==> src/rtl/pattern_stim_pkg.sv <==
// Shared encodings, seeds and PRBS helper for pattern_stim_gen.
// The PRBS helper is only referenced when PATSTIM_PRBS_EN is defined.
package pattern_stim_pkg;

    typedef enum logic [1:0] {
        MODE_COUNT = 2'b00,
        MODE_WALK  = 2'b01,
        MODE_PRBS  = 2'b10
    } mode_e;

    typedef enum logic [1:0] {
        ST_IDLE = 2'b00,
        ST_RUN  = 2'b01,
        ST_DONE = 2'b10
    } state_e;

    localparam logic [7:0] SEED_COUNT = 8'h00;
    localparam logic [7:0] SEED_WALK  = 8'h01;
    localparam logic [7:0] SEED_PRBS  = 8'h01;
    localparam logic [7:0] PRBS_TAPS  = 8'hB8;

    // Taps 7,5,4,3 give the maximal-length 255-state sequence.
    function automatic logic [7:0] prbs_next(input logic [7:0] q);
        return {q[6:0], ^(q & PRBS_TAPS)};
    endfunction

endpackage

==> src/rtl/pattern_stim_gen_tick_divider.sv <==
// Down-counting rate divider: one-cycle tick every load_val+1 enabled cycles.
// clr reloads the counter so the first tick lands load_val+1 cycles later.
module tick_divider #(
    parameter int DIV_W = 8
) (
    input  logic             clk,
    input  logic             rst_n,
    input  logic             clr,
    input  logic             en,
    input  logic [DIV_W-1:0] load_val,
    output logic             tick
);

    logic [DIV_W-1:0] cnt_q, cnt_d;

    assign tick = en && (cnt_q == '0);

    always_comb begin
        cnt_d = cnt_q;
        if (clr) begin
            cnt_d = load_val;
        end else if (en) begin
            cnt_d = (cnt_q == '0) ? load_val : cnt_q - 1'b1;
        end
    end

    always_ff @(posedge clk) begin
        if (!rst_n) begin
            cnt_q <= '0;
        end else begin
            cnt_q <= cnt_d;
        end
    end

endmodule

==> src/rtl/pattern_stim_gen.sv <==
// Stimulus source: count / walking-one / PRBS vectors at a programmable rate.
// Define PATSTIM_PRBS_EN to build the PRBS mode; otherwise mode 10 acts as count.
module pattern_stim_gen
    import pattern_stim_pkg::*;
#(
    parameter int WIDTH   = 8,
    parameter int DIV_W   = 8,
    parameter int ONESHOT = 1
) (
    input  logic             clk,
    input  logic             rst_n,
    input  logic             start,
    input  logic             stop,
    input  logic [1:0]       mode,
    input  logic [DIV_W-1:0] div,
    output logic [WIDTH-1:0] pattern_out,
    output logic             pattern_valid,
    output logic             busy,
    output logic             done
);

    localparam logic [WIDTH:0] N_COUNT = {1'b1, {WIDTH{1'b0}}};
    localparam logic [WIDTH:0] N_WALK  = (WIDTH+1)'(WIDTH);
`ifdef PATSTIM_PRBS_EN
    localparam logic [WIDTH:0] N_PRBS  = (WIDTH+1)'(255);
`endif

    state_e           state_q, state_d;
    mode_e            mode_q, mode_d, mode_in;
    logic [DIV_W-1:0] div_q, div_d, load_val;
    logic [WIDTH-1:0] pat_q, pat_d, seed_in, nxt;
    logic [WIDTH:0]   cnt_q, cnt_d, n_len;
    logic             valid_q, valid_d;
    logic             busy_q, busy_d;
    logic             done_q, done_d;
    logic             tick, clr, run;

    assign run      = (state_q == ST_RUN);
    assign load_val = run ? div_q : div;

    tick_divider #(
        .DIV_W(DIV_W)
    ) u_div (
        .clk     (clk),
        .rst_n   (rst_n),
        .clr     (clr),
        .en      (run),
        .load_val(load_val),
        .tick    (tick)
    );

    // Reserved and (when not built) PRBS encodings collapse onto count.
    always_comb begin
        mode_in = MODE_COUNT;
        if (mode == 2'b01) begin
            mode_in = MODE_WALK;
        end
`ifdef PATSTIM_PRBS_EN
        else if (mode == 2'b10) begin
            mode_in = MODE_PRBS;
        end
`endif
    end

    always_comb begin
        seed_in = WIDTH'(SEED_COUNT);
        case (mode_in)
            MODE_WALK: seed_in = WIDTH'(SEED_WALK);
`ifdef PATSTIM_PRBS_EN
            MODE_PRBS: seed_in = WIDTH'(SEED_PRBS);
`endif
            default:   seed_in = WIDTH'(SEED_COUNT);
        endcase
    end

    always_comb begin
        nxt   = pat_q + 1'b1;
        n_len = N_COUNT;
        case (mode_q)
            MODE_WALK: begin
                nxt   = {pat_q[WIDTH-2:0], pat_q[WIDTH-1]};
                n_len = N_WALK;
            end
`ifdef PATSTIM_PRBS_EN
            MODE_PRBS: begin
                nxt   = WIDTH'(prbs_next(8'(pat_q)));
                n_len = N_PRBS;
            end
`endif
            default: begin
                nxt   = pat_q + 1'b1;
                n_len = N_COUNT;
            end
        endcase
    end

    always_comb begin
        state_d = state_q;
        mode_d  = mode_q;
        div_d   = div_q;
        pat_d   = pat_q;
        cnt_d   = cnt_q;
        valid_d = 1'b0;
        clr     = 1'b0;
        case (state_q)
            ST_IDLE, ST_DONE: begin
                if (stop) begin
                    state_d = ST_IDLE;
                end else if (start) begin
                    state_d = ST_RUN;
                    mode_d  = mode_in;
                    div_d   = div;
                    pat_d   = seed_in;
                    cnt_d   = (WIDTH+1)'(1);
                    valid_d = 1'b1;
                    clr     = 1'b1;
                end
            end
            ST_RUN: begin
                if (stop) begin
                    state_d = ST_IDLE;
                end else if (tick) begin
                    if (cnt_q == n_len && ONESHOT != 0) begin
                        state_d = ST_DONE;
                    end else begin
                        pat_d   = nxt;
                        valid_d = 1'b1;
                        cnt_d   = (cnt_q == n_len) ? (WIDTH+1)'(1)
                                                   : cnt_q + 1'b1;
                    end
                end
            end
            default: state_d = ST_IDLE;
        endcase
        busy_d = (state_d == ST_RUN);
        done_d = (state_d == ST_DONE);
    end

    always_ff @(posedge clk) begin
        if (!rst_n) begin
            state_q <= ST_IDLE;
            mode_q  <= MODE_COUNT;
            div_q   <= '0;
            pat_q   <= '0;
            cnt_q   <= '0;
            valid_q <= 1'b0;
            busy_q  <= 1'b0;
            done_q  <= 1'b0;
        end else begin
            state_q <= state_d;
            mode_q  <= mode_d;
            div_q   <= div_d;
            pat_q   <= pat_d;
            cnt_q   <= cnt_d;
            valid_q <= valid_d;
            busy_q  <= busy_d;
            done_q  <= done_d;
        end
    end

    assign pattern_out   = pat_q;
    assign pattern_valid = valid_q;
    assign busy          = busy_q;
    assign done          = done_q;

endmodule

==> config.mk <==
export PLATFORM = sky130hd
export DESIGN_NAME = pattern_stim_gen
export DESIGN_NICKNAME = d
export VERILOG_FILES = /design/src/rtl/pattern_stim_pkg.sv /design/src/rtl/pattern_stim_gen_tick_divider.sv /design/src/rtl/pattern_stim_gen.sv
export SDC_FILE = /design/constraint.sdc
export NUM_CORES = 1
export LEC_CHECK = 0
export ABC_AREA = 1
export ABC_CLOCK_PERIOD_IN_PS = 1610
export CAP_MARGIN = 20
export CORE_ASPECT_RATIO = 1.75
export CORE_MARGIN = 2
export CORE_UTILIZATION = 29
export DETAILED_ROUTE_END_ITERATION = 6
export PLACE_DENSITY = 0.52
export SYNTH_ARGS = -nofsm -noshare
export SYNTH_HDL_FRONTEND = slang
export SYNTH_SLANG_ARGS = --single-unit
==> constraint.sdc <==
create_clock -name clk -period 1.61 [get_ports clk]
set_input_delay 0.2415 -clock clk [delete_from_list [all_inputs] [get_ports clk]]
set_output_delay 0.2415 -clock clk [all_outputs]
set_load 0.01 [all_outputs]
==> results of run 1 <==
synth_stat cells (all sizes together):
library cell	number
o211ai	5
nor2	34
o21ai	27
clkbuf	4
buf	8
nand2	103
nand4	1
nand3	29
nor3b	1
xor2	6
dfxtp	39
inv	42
a21oi	41
ha	5
o21bai	1
xnor2	1
nor3	3
power breakdown:
group	total (mW)	switching, mW	internal, mW	leakage (nW)
clock	1.08	0.415	0.661	0.0772
sequential	1.05	0.0323	1.01	0.321
combinational	0.597	0.337	0.260	0.923
total	2.72	0.784	1.93	1.32
worst max path at each step:
| stage | cells after the start | start | endpoint | slack [ns] |
|---|---|---|---|---|
| 2_1_floorplan | 10 | u_div.cnt_q[0]$_SDFFE_PN0P_ | pattern_out[5]$_SDFFE_PN0P_ | 0.06 |
| 4_1_cts | 11 | u_div.cnt_q[0]$_SDFFE_PN0P_ | pattern_out[4]$_SDFFE_PN0P_ | 0.02 |
| 6_report | 1 | pattern_out[1]$_SDFFE_PN0P_ | pattern_out[1] | 0.05 |
| 5_1_grt | 13 | cnt_q[0]$_SDFFE_PN0P_ | cnt_q[8]$_SDFFE_PN0P_ | -0.04 |
| 3_3_place_gp | 8 | stop | u_div.cnt_q[2]$_SDFFE_PN0P_ | -0.007 |
| 3_5_place_dp | 8 | stop | u_div.cnt_q[2]$_SDFFE_PN0P_ | -0.05 |
registers in the layout, indices dropped and copies added (netlist names):
| name | flops |
|---|---|
| pattern_out | 8 |
| cnt_q | 9 |
| mode_q | 1 |
| done | 1 |
| busy | 1 |
| state_q | 2 |
| div_q | 8 |
| pattern_valid | 1 |
| u_div.cnt_q | 8 |
per-stage QoR:
stage | setup TNS (ns) | area (um2) | util [%] | power (mW)
6_report | 0 | 3190 | 40.6 | 2.72
5_1_grt | -0.370 | 3190 | 40.6 | 2.86
4_1_cts | 0 | 3020 | 38.5 | 2.70
3_5_place_dp | -0.0941 | 2840 | 36.2 | 1.61
3_3_place_gp | -0.00693 | 2840 | 36.2 | 1.61
2_1_floorplan | 0 | 2330 | - | 1.40
kinds of logic after synthesis:
kind of cell    Yosys count  synth area share [%]
buf+inv                  54                  9.61
flops                    39                  33.5
xor+xnor                  7                  2.63
simple gates            171                  33.1
fa+ha+maj                 5                  2.69
compound gates           74                  18.5
per-layer routing:
layer	share of wire, %	GRT usage [%]
met1	39	15.0
met2	54	28.5
met3	2.4	3.04
met4	4.0	8.37
met5	0	0
final cells by class:
cell class	count	area (um2)	share of cell area [%]
flip-flops and latches	39	790	24.8
repair buffers	57	554	17.4
well taps	90	113	3.53
multi-input cells	257	1420	44.4
inverters	42	158	4.95
clock buffers	8	156	4.91
timing repair:
| item | 4_1_cts | 5_1_grt |
|---|---|---|
| setup endpoints to repair | 5 | 17 |
| buffers inserted | 1 | 3 |
| cloned | 0 | 2 |
| pin swaps | 1 | 10 |
| hold buffers | 0 | 0 |
| resized for setup | 1 | 36 |
==> results.md, run 1 <==
| Metric | This run |
|---|---|
| Fraction of post-synthesis cell area in the top cell type by area | 33.5% |
| Most used cells in the layout excluding fill and tap cells | sky130_fd_sc_hd__nand2_1, sky130_fd_sc_hd__inv_1, sky130_fd_sc_hd__dfxtp_1 |
| Worst setup slack after placement | -0.0473 ns |
| Largest cells by area after synthesis | sky130_fd_sc_hd__dfxtp_1, sky130_fd_sc_hd__nand2_1, sky130_fd_sc_hd__a21oi_1, sky130_fd_sc_hd__nand3_1, sky130_fd_sc_hd__inv_1 |
| Number of cell rows | 43 |
| Clock Root Buffer | sky130_fd_sc_hd__clkbuf_16 |
| Total of max-cap violations | 0 |
| Clock tree from TritonCTS | done |
| Cell type with the largest total area after synthesis | sky130_fd_sc_hd__dfxtp_1 |
| #FFs+latches synth | 39 |
| Maximum cell stage delay along the critical path | 0.58 ns |
| # DRC | 0 |
| Starting density of the core | 29.7% |
| Total wire length | 6330 um |
| Leftover overflow at the end of global routing | 0 |
| Crit. End Element | output port |
| DRC violation total after the first TritonRoute iteration | 91 |
| Worst reg2reg path startpoint | cnt_q[0]$_SDFFE_PN0P_ |
| Overall Global Routing Usage | 15.1% |
| Initial antenna violation count | 0 |
| Buffer levels on the longest clock path | 2 |
| Data required time at the worst endpoint | 1.37 ns |
| Placer congestion estimate | 0.877 |
| Ratio of routed vias to standard cells | 4.75 |
| Placed Cells | 479 |
| Critical path data arrival time | 1.31 ns |
| Slew of the pin with the lowest slew margin | 0.302 ns |
| RSZ-0062 raised after global routing | true |
| Largest net degree at the start of global routing | 23 |
| Sum of buffers and inverters on the critical path | 1 |
| Power density over the cells | 853 mW/mm2 |
| Final clock skew | 0.00346 ns |
| Via count | 2341 |
| Rel. slew slack | 79.7% |
| Cells along the critical path | clkdlybuf4s50_1 |
| Largest fanout on the critical path | 5 |
| Area of the placeable core | 0.00786 mm2 |
| Vias in the first global route | 2252 |
| Overall die height | 123 um |
| Final setup slack of the worst path | 0.0547 ns |
| Net Count, Synth | 369 |
| WHS Path Cells | 2 |
| Clock insertion delay at the later pin of the skew report | 0.29 ns |
| Most common cell after layout, fill and taps aside | sky130_fd_sc_hd__nand2_1 |
| WL/cell | 12.8 um |
| R2r worst-path depth | 13 |
| Reg2Reg Capture Point | cnt_q[3]$_SDFFE_PN0P_ |
| Clock buffers created by TritonCTS | 5 |
| WHS Endpoint | div_q[5]$_SDFFE_PN0P_ |
| Final critical-path share of the clock period | 96.6% |
| Number of hold violations in the final report | 0 |
| Path class of the lowest-slack min-delay path | reg2reg |
| Leakage power total | 1.32 nW |
| Maximum resistive drop on vdd | 0.676 mV |
| Startpoint types | flop |
| Register-to-register setup slack | 0.06 ns |
| I/O pin total | 25 |
| Synthesized area divided by synthesized cell count | 6.66 um2 |
| Type of the worst setup path | reg2out |
| Area of the die | 0.00880 mm2 |
| Layout cell share with drive strength beyond 1 | 25.3% |
| Detail Placement HPWL | 4600 um |
| Post-synthesis cell type count | 28 |
| Port Buf Inserts | 24 |
| Global-route wire length before repair | 10200 um |
| Total standard cell area after synthesis | 0.00233 mm2 |
| Final-stage net count | 421 |
| Total clock sinks | 39 |
| Cell family with the largest share of critical-path delay | buffers and inverters |
| Mapped Cells | 350 |
| Number of pins with negative max-slew slack in the final report | 0 |
| Warnings, synthesis | 0 |
| Number of nets with antenna violations after routing | 0 |
| Number of diodes added for antenna fixing | 0 |
| Cell Count, Final, Fillers Out | 493 |
| Clock-pin slew on the worst setup and hold paths | 0.06 ns |
| Final count of negative-setup-slack endpoints | 0 |
| Status | completed |
| Post-layout min period | 1.56 ns |
| Horizontal die dimension | 71.8 um |
| Start point of the worst hold path | div_q[5]$_SDFFE_PN0P_ |
| Worst hold slack | 0.448 ns |
| Portion of the post-synthesis area used by sequential elements | 33.5% |
| Synthesis-to-layout area growth | 36.8% |
| Number of H-tree levels | 2 |
| Slowest cell on the critical path | sky130_fd_sc_hd__clkdlybuf4s50_1 |
| Maximum achievable frequency | 643 MHz |
| Filler cell count | 828 |
| Number of iterations in the first detailed-routing pass | 4 |
No activity file was read; power rests on OpenSTA's default activity.
==> run 2, diff against run 1 <==
--- a/config.mk
+++ b/config.mk
@@ -6,13 +6,13 @@
 export NUM_CORES = 1
 export LEC_CHECK = 0
 export ABC_AREA = 1
-export ABC_CLOCK_PERIOD_IN_PS = 1610
+export ABC_CLOCK_PERIOD_IN_PS = 1800
 export CAP_MARGIN = 20
 export CORE_ASPECT_RATIO = 1.75
 export CORE_MARGIN = 2
 export CORE_UTILIZATION = 29
 export DETAILED_ROUTE_END_ITERATION = 6
-export PLACE_DENSITY = 0.52
+export PLACE_DENSITY = 0.51
 export SYNTH_ARGS = -nofsm -noshare
 export SYNTH_HDL_FRONTEND = slang
 export SYNTH_SLANG_ARGS = --single-unit
==> constraint.sdc (replaced) <==
create_clock -name clk -period 1.8 [get_ports clk]
set_input_delay 0.27 -clock clk [delete_from_list [all_inputs] [get_ports clk]]
set_output_delay 0.27 -clock clk [all_outputs]
set_load 0.01 [all_outputs]
==> results.md, run 2 (synthesized netlist as in run 1, its figures left out) <==
| Metric | This run |
|---|---|
| Post-layout min period | 1.59 ns |
| Multi-input combinational cell area | 0.00133 mm2 |
| Global-route wire length before repair | 10200 um |
| Number of hold violations in the final report | 0 |
| Largest fanout on the critical path | 7 |
| Sequential cell area in the final layout | 781 um2 |
| Worst reg2reg path startpoint | cnt_q[0]$_SDFFE_PN0P_ |
| Number of iterations in the first detailed-routing pass | 4 |
| Sequential cell fraction of total power | 41.2% |
| Clock Root Buffer | sky130_fd_sc_hd__clkbuf_16 |
| Total of max-cap violations | 0 |
| Design internal power | 1.60 mW |
| Clock insertion delay at the later pin of the skew report | 0.29 ns |
| Cell family with the largest share of critical-path delay | buffers and inverters |
| Cells along the critical path | clkdlybuf4s50_1 |
| Number of pins with negative max-slew slack in the final report | 0 |
| Detail Placement HPWL | 4530 um |
| Maximum resistive drop on vdd | 0.490 mV |
| Register-to-register setup slack | 0.21 ns |
| Summed negative setup slack over all endpoints | 0 ns |
| DRC violation total after the first TritonRoute iteration | 118 |
| Slowest cell on the critical path | sky130_fd_sc_hd__clkdlybuf4s50_1 |
| WL/cell | 12.8 um |
| Slew of the pin with the lowest slew margin | 0.413 ns |
| Number of diodes added for antenna fixing | 0 |
| Switching power of the nets | 668 uW |
| Part of the total power dissipated in combinational logic | 20.2% |
| Total clock sinks | 39 |
| Final clock skew | 0.00502 ns |
| Area of the placeable core | 0.00786 mm2 |
| Maximum cell stage delay along the critical path | 0.58 ns |
| Most common cell after layout, fill and taps aside | sky130_fd_sc_hd__nand2_1 |
| Filler cell count | 844 |
| Power density over the cells | 787 mW/mm2 |
| Clock-pin slew on the worst setup and hold paths | 0.06 ns |
| Clock buffers created by TritonCTS | 5 |
| Stages on the worst setup path | 1 |
| Number of cell rows | 43 |
| Placer congestion estimate | 0.873 |
| Final critical-path share of the clock period | 88.4% |
| Buffer levels on the longest clock path | 2 |
| Clock tree from TritonCTS | done |
| Via count | 2283 |
| Ratio of routed vias to standard cells | 4.81 |
| Initial antenna violation count | 0 |
| Horizontal die dimension | 71.8 um |
| R2r worst-path depth | 13 |
| Maximum achievable frequency | 628 MHz |
| Final-stage net count | 403 |
| Data required time at the worst endpoint | 1.53 ns |
| Status | completed |
| Worst setup path endpoint | pattern_out[5] |
| Port Buf Inserts | 24 |
| Startpoint types | flop |
| Timing startpoint of the critical path | pattern_out[5]$_SDFFE_PN0P_ |
| Largest net degree at the start of global routing | 18 |
| Most used cells in the layout excluding fill and tap cells | sky130_fd_sc_hd__nand2_1, sky130_fd_sc_hd__dfxtp_1, sky130_fd_sc_hd__inv_1 |
| Path class of the lowest-slack min-delay path | reg2reg |
| Synthesis-to-layout area growth | 24.0% |
| Critical path data arrival time | 1.32 ns |
| Max FFs per register | 9 |
| Sum of buffers and inverters on the critical path | 1 |
| Starting density of the core | 29.7% |
| Area of the die | 0.00880 mm2 |
| Total wire length | 6080 um |
| I/O pin total | 25 |
| Share of total power consumed by net switching | 29.4% |
| Crit. End Element | output port |
| Layout cell share with drive strength beyond 1 | 14.8% |
| Vias in the first global route | 2169 |
| Number of H-tree levels | 2 |
| # DRC | 0 |
| Part of the power in the clock network | 38.6% |
| Number of nets with antenna violations after routing | 0 |
| Reg2Reg Capture Point | cnt_q[0]$_SDFFE_PN0P_ |
| Leakage power total | 1.18 nW |
| Rel. slew slack | 72.4% |
| RSZ-0062 raised after global routing | false |
| Final count of negative-setup-slack endpoints | 0 |
| Overall die height | 123 um |
| Type of the worst setup path | reg2out |
| Fraction of the core area covered by cells at the end of the flow | 36.8% |
| Register name with the most flops | cnt_q |
| Leftover overflow at the end of global routing | 0 |
| Overall Global Routing Usage | 15.2% |
-- run 2: changes by cell type in the layout (fill, tap and decap cells not counted), moves of 3 or more --
cell,change
sky130_fd_sc_hd__inv_2,-5
sky130_fd_sc_hd__buf_4,-12
sky130_fd_sc_hd__a21oi_2,-4
sky130_fd_sc_hd__nand2_2,-4
sky130_fd_sc_hd__nand2_1,+7
sky130_fd_sc_hd__a21oi_1,+4
sky130_fd_sc_hd__dfxtp_1,+7
sky130_fd_sc_hd__inv_1,+5
sky130_fd_sc_hd__dfxtp_2,-7
sky130_fd_sc_hd__nand2_4,-3
sky130_fd_sc_hd__buf_6,-3
-- run 2: routing by layer --
metal	vias to the layer above	GRT usage (%)	part of all wire, %
met3	16	2.87	2.6
met5	-	0	0
met2	40	28.5	55
met1	1034	15.5	39
li1	1193	-	-
met4	0	7.67	3.1
-- run 2: timing repair --
item,4_1_cts,5_1_grt
buffers inserted,0,0
setup endpoints to repair,0,7
resized for setup,0,1
hold buffers,0,0
-- run 2: stage by stage --
stage          hold WS [ns]  cell area [um2]  cells  total power [mW]  setup WS [ns]
6_report              0.447             2890    475              2.27          0.208
3_3_place_gp          0.433             2740    467              1.41          0.104
2_1_floorplan         0.408             2330    350              1.26          0.245
3_5_place_dp          0.439             2740    467              1.41          0.104
5_1_grt               0.459             2890    475              2.40         0.0151
4_1_cts               0.447             2880    475              2.31          0.107
-- run 2: worst min path at each step --
stage | start | to | slack, ns | cells past startpoint
after global placement | div_q[5]$_SDFFE_PN0P_ | div_q[5]$_SDFFE_PN0P_ | 0.43 | 2
after global routing | div_q[0]$_SDFFE_PN0P_ | div_q[0]$_SDFFE_PN0P_ | 0.46 | 2
after detailed placement | div_q[5]$_SDFFE_PN0P_ | div_q[5]$_SDFFE_PN0P_ | 0.44 | 2
after CTS | div_q[5]$_SDFFE_PN0P_ | div_q[5]$_SDFFE_PN0P_ | 0.45 | 2
final | div_q[0]$_SDFFE_PN0P_ | div_q[0]$_SDFFE_PN0P_ | 0.45 | 2
after floorplan | rst_n | div_q[0]$_SDFFE_PN0P_ | 0.41 | 2
-- run 2: area by class of cell --
class                           instances  area share (%)
Inverter                               42            5.46
Sequential cell                        39            27.0
Clock inverter                          1           0.173
Multi-Input combinational cell        257            46.2
Tap cell                               90            3.90
Clock buffer                            7            4.59
Timing Repair Buffer                   39            12.7
-- run 2: power by group through the flow --
stage	registers, mW	clock network [mW]	logic, mW
floorplan	0.951	0	0.305
global placement	0.955	0	0.459
detailed placement	0.955	0	0.459
CTS	0.936	0.915	0.462
global route	0.940	0.944	0.515
finish	0.936	0.878	0.458
==> run 3, diff against run 2 <==
--- a/config.mk
+++ b/config.mk
@@ -10,9 +10,9 @@
 export CAP_MARGIN = 20
 export CORE_ASPECT_RATIO = 1.75
 export CORE_MARGIN = 2
-export CORE_UTILIZATION = 29
+export CORE_UTILIZATION = 35
 export DETAILED_ROUTE_END_ITERATION = 6
-export PLACE_DENSITY = 0.51
+export PLACE_DENSITY = 0.58
 export SYNTH_ARGS = -nofsm -noshare
 export SYNTH_HDL_FRONTEND = slang
 export SYNTH_SLANG_ARGS = --single-unit
==> results.md, run 3 (synthesized netlist as in run 1, its figures left out) <==
| Metric | This run |
|---|---|
| Power density over the cells | 809 mW/mm2 |
| Post-layout min period | 1.62 ns |
| Number of nets with antenna violations after routing | 0 |
| Largest fanout on the critical path | 8 |
| WHS Endpoint | div_q[7]$_SDFFE_PN0P_ |
| # DRC | 0 |
| Register-to-register setup slack | 0.18 ns |
| Total wire length | 5810 um |
| Area of the placeable core | 0.00649 mm2 |
| Worst reg2reg path startpoint | cnt_q[0]$_SDFFE_PN0P_ |
| Slew of the pin with the lowest slew margin | 0.318 ns |
| Layout cell share with drive strength beyond 1 | 15.1% |
| Port Buf Inserts | 24 |
| Summed negative setup slack over all endpoints | 0 ns |
| Final critical-path share of the clock period | 90.2% |
| Number of diodes added for antenna fixing | 0 |
| Clock buffers created by TritonCTS | 5 |
| CTS-repair resized insts | 0 |
| Total of max-cap violations | 0 |
| Most used cells in the layout excluding fill and tap cells | sky130_fd_sc_hd__nand2_1, sky130_fd_sc_hd__dfxtp_1, sky130_fd_sc_hd__inv_1 |
| Type of the worst setup path | reg2reg |
| Via count | 2291 |
| Maximum resistive drop on vdd | 0.566 mV |
| Clock insertion delay at the later pin of the skew report | 0.28 ns |
| Synthesis-to-layout area growth | 24.0% |
| R2r worst-path depth | 11 |
| Most common cell after layout, fill and taps aside | sky130_fd_sc_hd__nand2_1 |
| Cell area after placement | 0.00273 mm2 |
| Horizontal die dimension | 65.7 um |
| Detail Placement HPWL | 4250 um |
| Reg2Reg Capture Point | pattern_out[5]$_SDFFE_PN0P_ |
| Most used cell, CP | sky130_fd_sc_hd__nand2_1 |
| Overall Global Routing Usage | 17.6% |
| Maximum achievable frequency | 616 MHz |
| Initial antenna violation count | 0 |
| Path class of the lowest-slack min-delay path | reg2reg |
| Register name with the most flops | cnt_q |
| Starting density of the core | 35.9% |
| Clock Root Buffer | sky130_fd_sc_hd__clkbuf_16 |
| Critical path data arrival time | 1.84 ns |
| DRC violation total after the first TritonRoute iteration | 127 |
| Clock tree from TritonCTS | done |
| Data required time at the worst endpoint | 2.02 ns |
| Slowest cell on the critical path | sky130_fd_sc_hd__dfxtp_1 |
| Leftover overflow at the end of global routing | 0 |
| Final clock skew | 0.00404 ns |
| Area of the die | 0.00735 mm2 |
| Placer congestion estimate | 0.860 |
| Number of hold violations in the final report | 0 |
| Post-cts hold buffer count | 0 |
| Rel. slew slack | 78.6% |
| WHS Path Cells | 2 |
| Global-route wire length before repair | 10000 um |
| Startpoint types | flop |
| Ratio of routed vias to standard cells | 4.91 |
| Total clock sinks | 39 |
| Buffer levels on the longest clock path | 2 |
| I/O pin total | 25 |
| Final setup slack of the worst path | 0.177 ns |
| Overall die height | 112 um |
| Status | completed |
| Vias in the first global route | 2218 |
| Clock-pin slew on the worst setup and hold paths | 0.06 ns |
| Worst setup slack after placement | 0.145 ns |
| Max FFs per register | 9 |
| Number of cell rows | 39 |
| WL/cell | 12.4 um |
| Number of H-tree levels | 2 |
| Final count of negative-setup-slack endpoints | 0 |
| Largest net degree at the start of global routing | 23 |
| Number of pins with negative max-slew slack in the final report | 0 |
| Timing startpoint of the critical path | cnt_q[0]$_SDFFE_PN0P_ |
| Number of iterations in the first detailed-routing pass | 4 |
| Post-CTS Repair Setup Buffers | 0 |
| RSZ-0062 raised after global routing | false |
| Final-stage net count | 403 |
| Cells along the critical path | inv_1 -> ha_1 -> inv_1 -> nor2_1 -> nand2_1 -> nor2_2 -> nand2_2 -> nand2_1 -> nor2_4 -> nand2_1 -> a21oi_2 |
| Start point of the worst hold path | div_q[7]$_SDFFE_PN0P_ |
| Maximum cell stage delay along the critical path | 0.38 ns |
| Crit. End Element | flop |
| Worst hold slack | 0.445 ns |
| Leakage power total | 1.19 nW |
| Final std cell area, no fill | 0.00289 mm2 |
==> run 3: cell count changes in the layout (fill, tap and decap cells not counted) <==
cell	change
sky130_fd_sc_hd__nand2_4	+1
sky130_fd_sc_hd__clkbuf_1	-1
sky130_fd_sc_hd__clkbuf_8	+2
sky130_fd_sc_hd__nand2_8	-1
sky130_fd_sc_hd__clkinv_2	-1
==> run 3: worst max-delay path by stage <==
stage / to / slack [ns]
2_1_floorplan: pattern_out[5]$_SDFFE_PN0P_ / 0.25
3_3_place_gp: u_div.cnt_q[2]$_SDFFE_PN0P_ / 0.16
3_5_place_dp: u_div.cnt_q[3]$_SDFFE_PN0P_ / 0.15
4_1_cts: pattern_out[5]$_SDFFE_PN0P_ / 0.17
5_1_grt: cnt_q[1]$_SDFFE_PN0P_ / 0.02
6_report: pattern_out[5]$_SDFFE_PN0P_ / 0.18
==> run 3: through the flow <==
step                      util [%]  power [mW]  cells
after floorplan                  -        1.26    350
after global placement        42.1        1.40    459
after detailed placement      42.1        1.41    459
after CTS                     44.5        2.37    467
after global routing          44.5        2.46    467
final                         44.5        2.34    467
==> run 3: power by group <==
part           switching, mW  internal (mW)
registers             0.0312          0.905
logic                  0.272          0.183
clock network          0.356          0.591
total                  0.659           1.68
==> run 3: critical path: cells and delay by family (launching register included) <==
kind / cells / cell delay (ns)
compound gates: 1 / 0.14
fa+ha+maj: 1 / 0.19
buf+inv: 2 / 0.14
flops: 1 / 0.38
simple gates: 7 / 0.70
==> run 3: area by class of cell <==
| class | count | area (um2) |
|---|---|---|
| Timing Repair Buffer | 39 | 365 |
| Clock buffer | 8 | 156 |
| Fill cell | 687 | 3600 |
| Inverter | 42 | 158 |
| Multi-Input combinational cell | 257 | 1330 |
| Sequential cell | 39 | 781 |
| Tap cell | 82 | 103 |
==> run 3: layer usage <==
layer / vias up / wire (um) / track usage (%)
met1: 1054 / 2290 / 18.6
met3: 10 / 160 / 3.54
met2: 36 / 3240 / 32.9
met4: 0 / 129 / 6.53
met5: - / 0 / 0
li1: 1191 / - / -
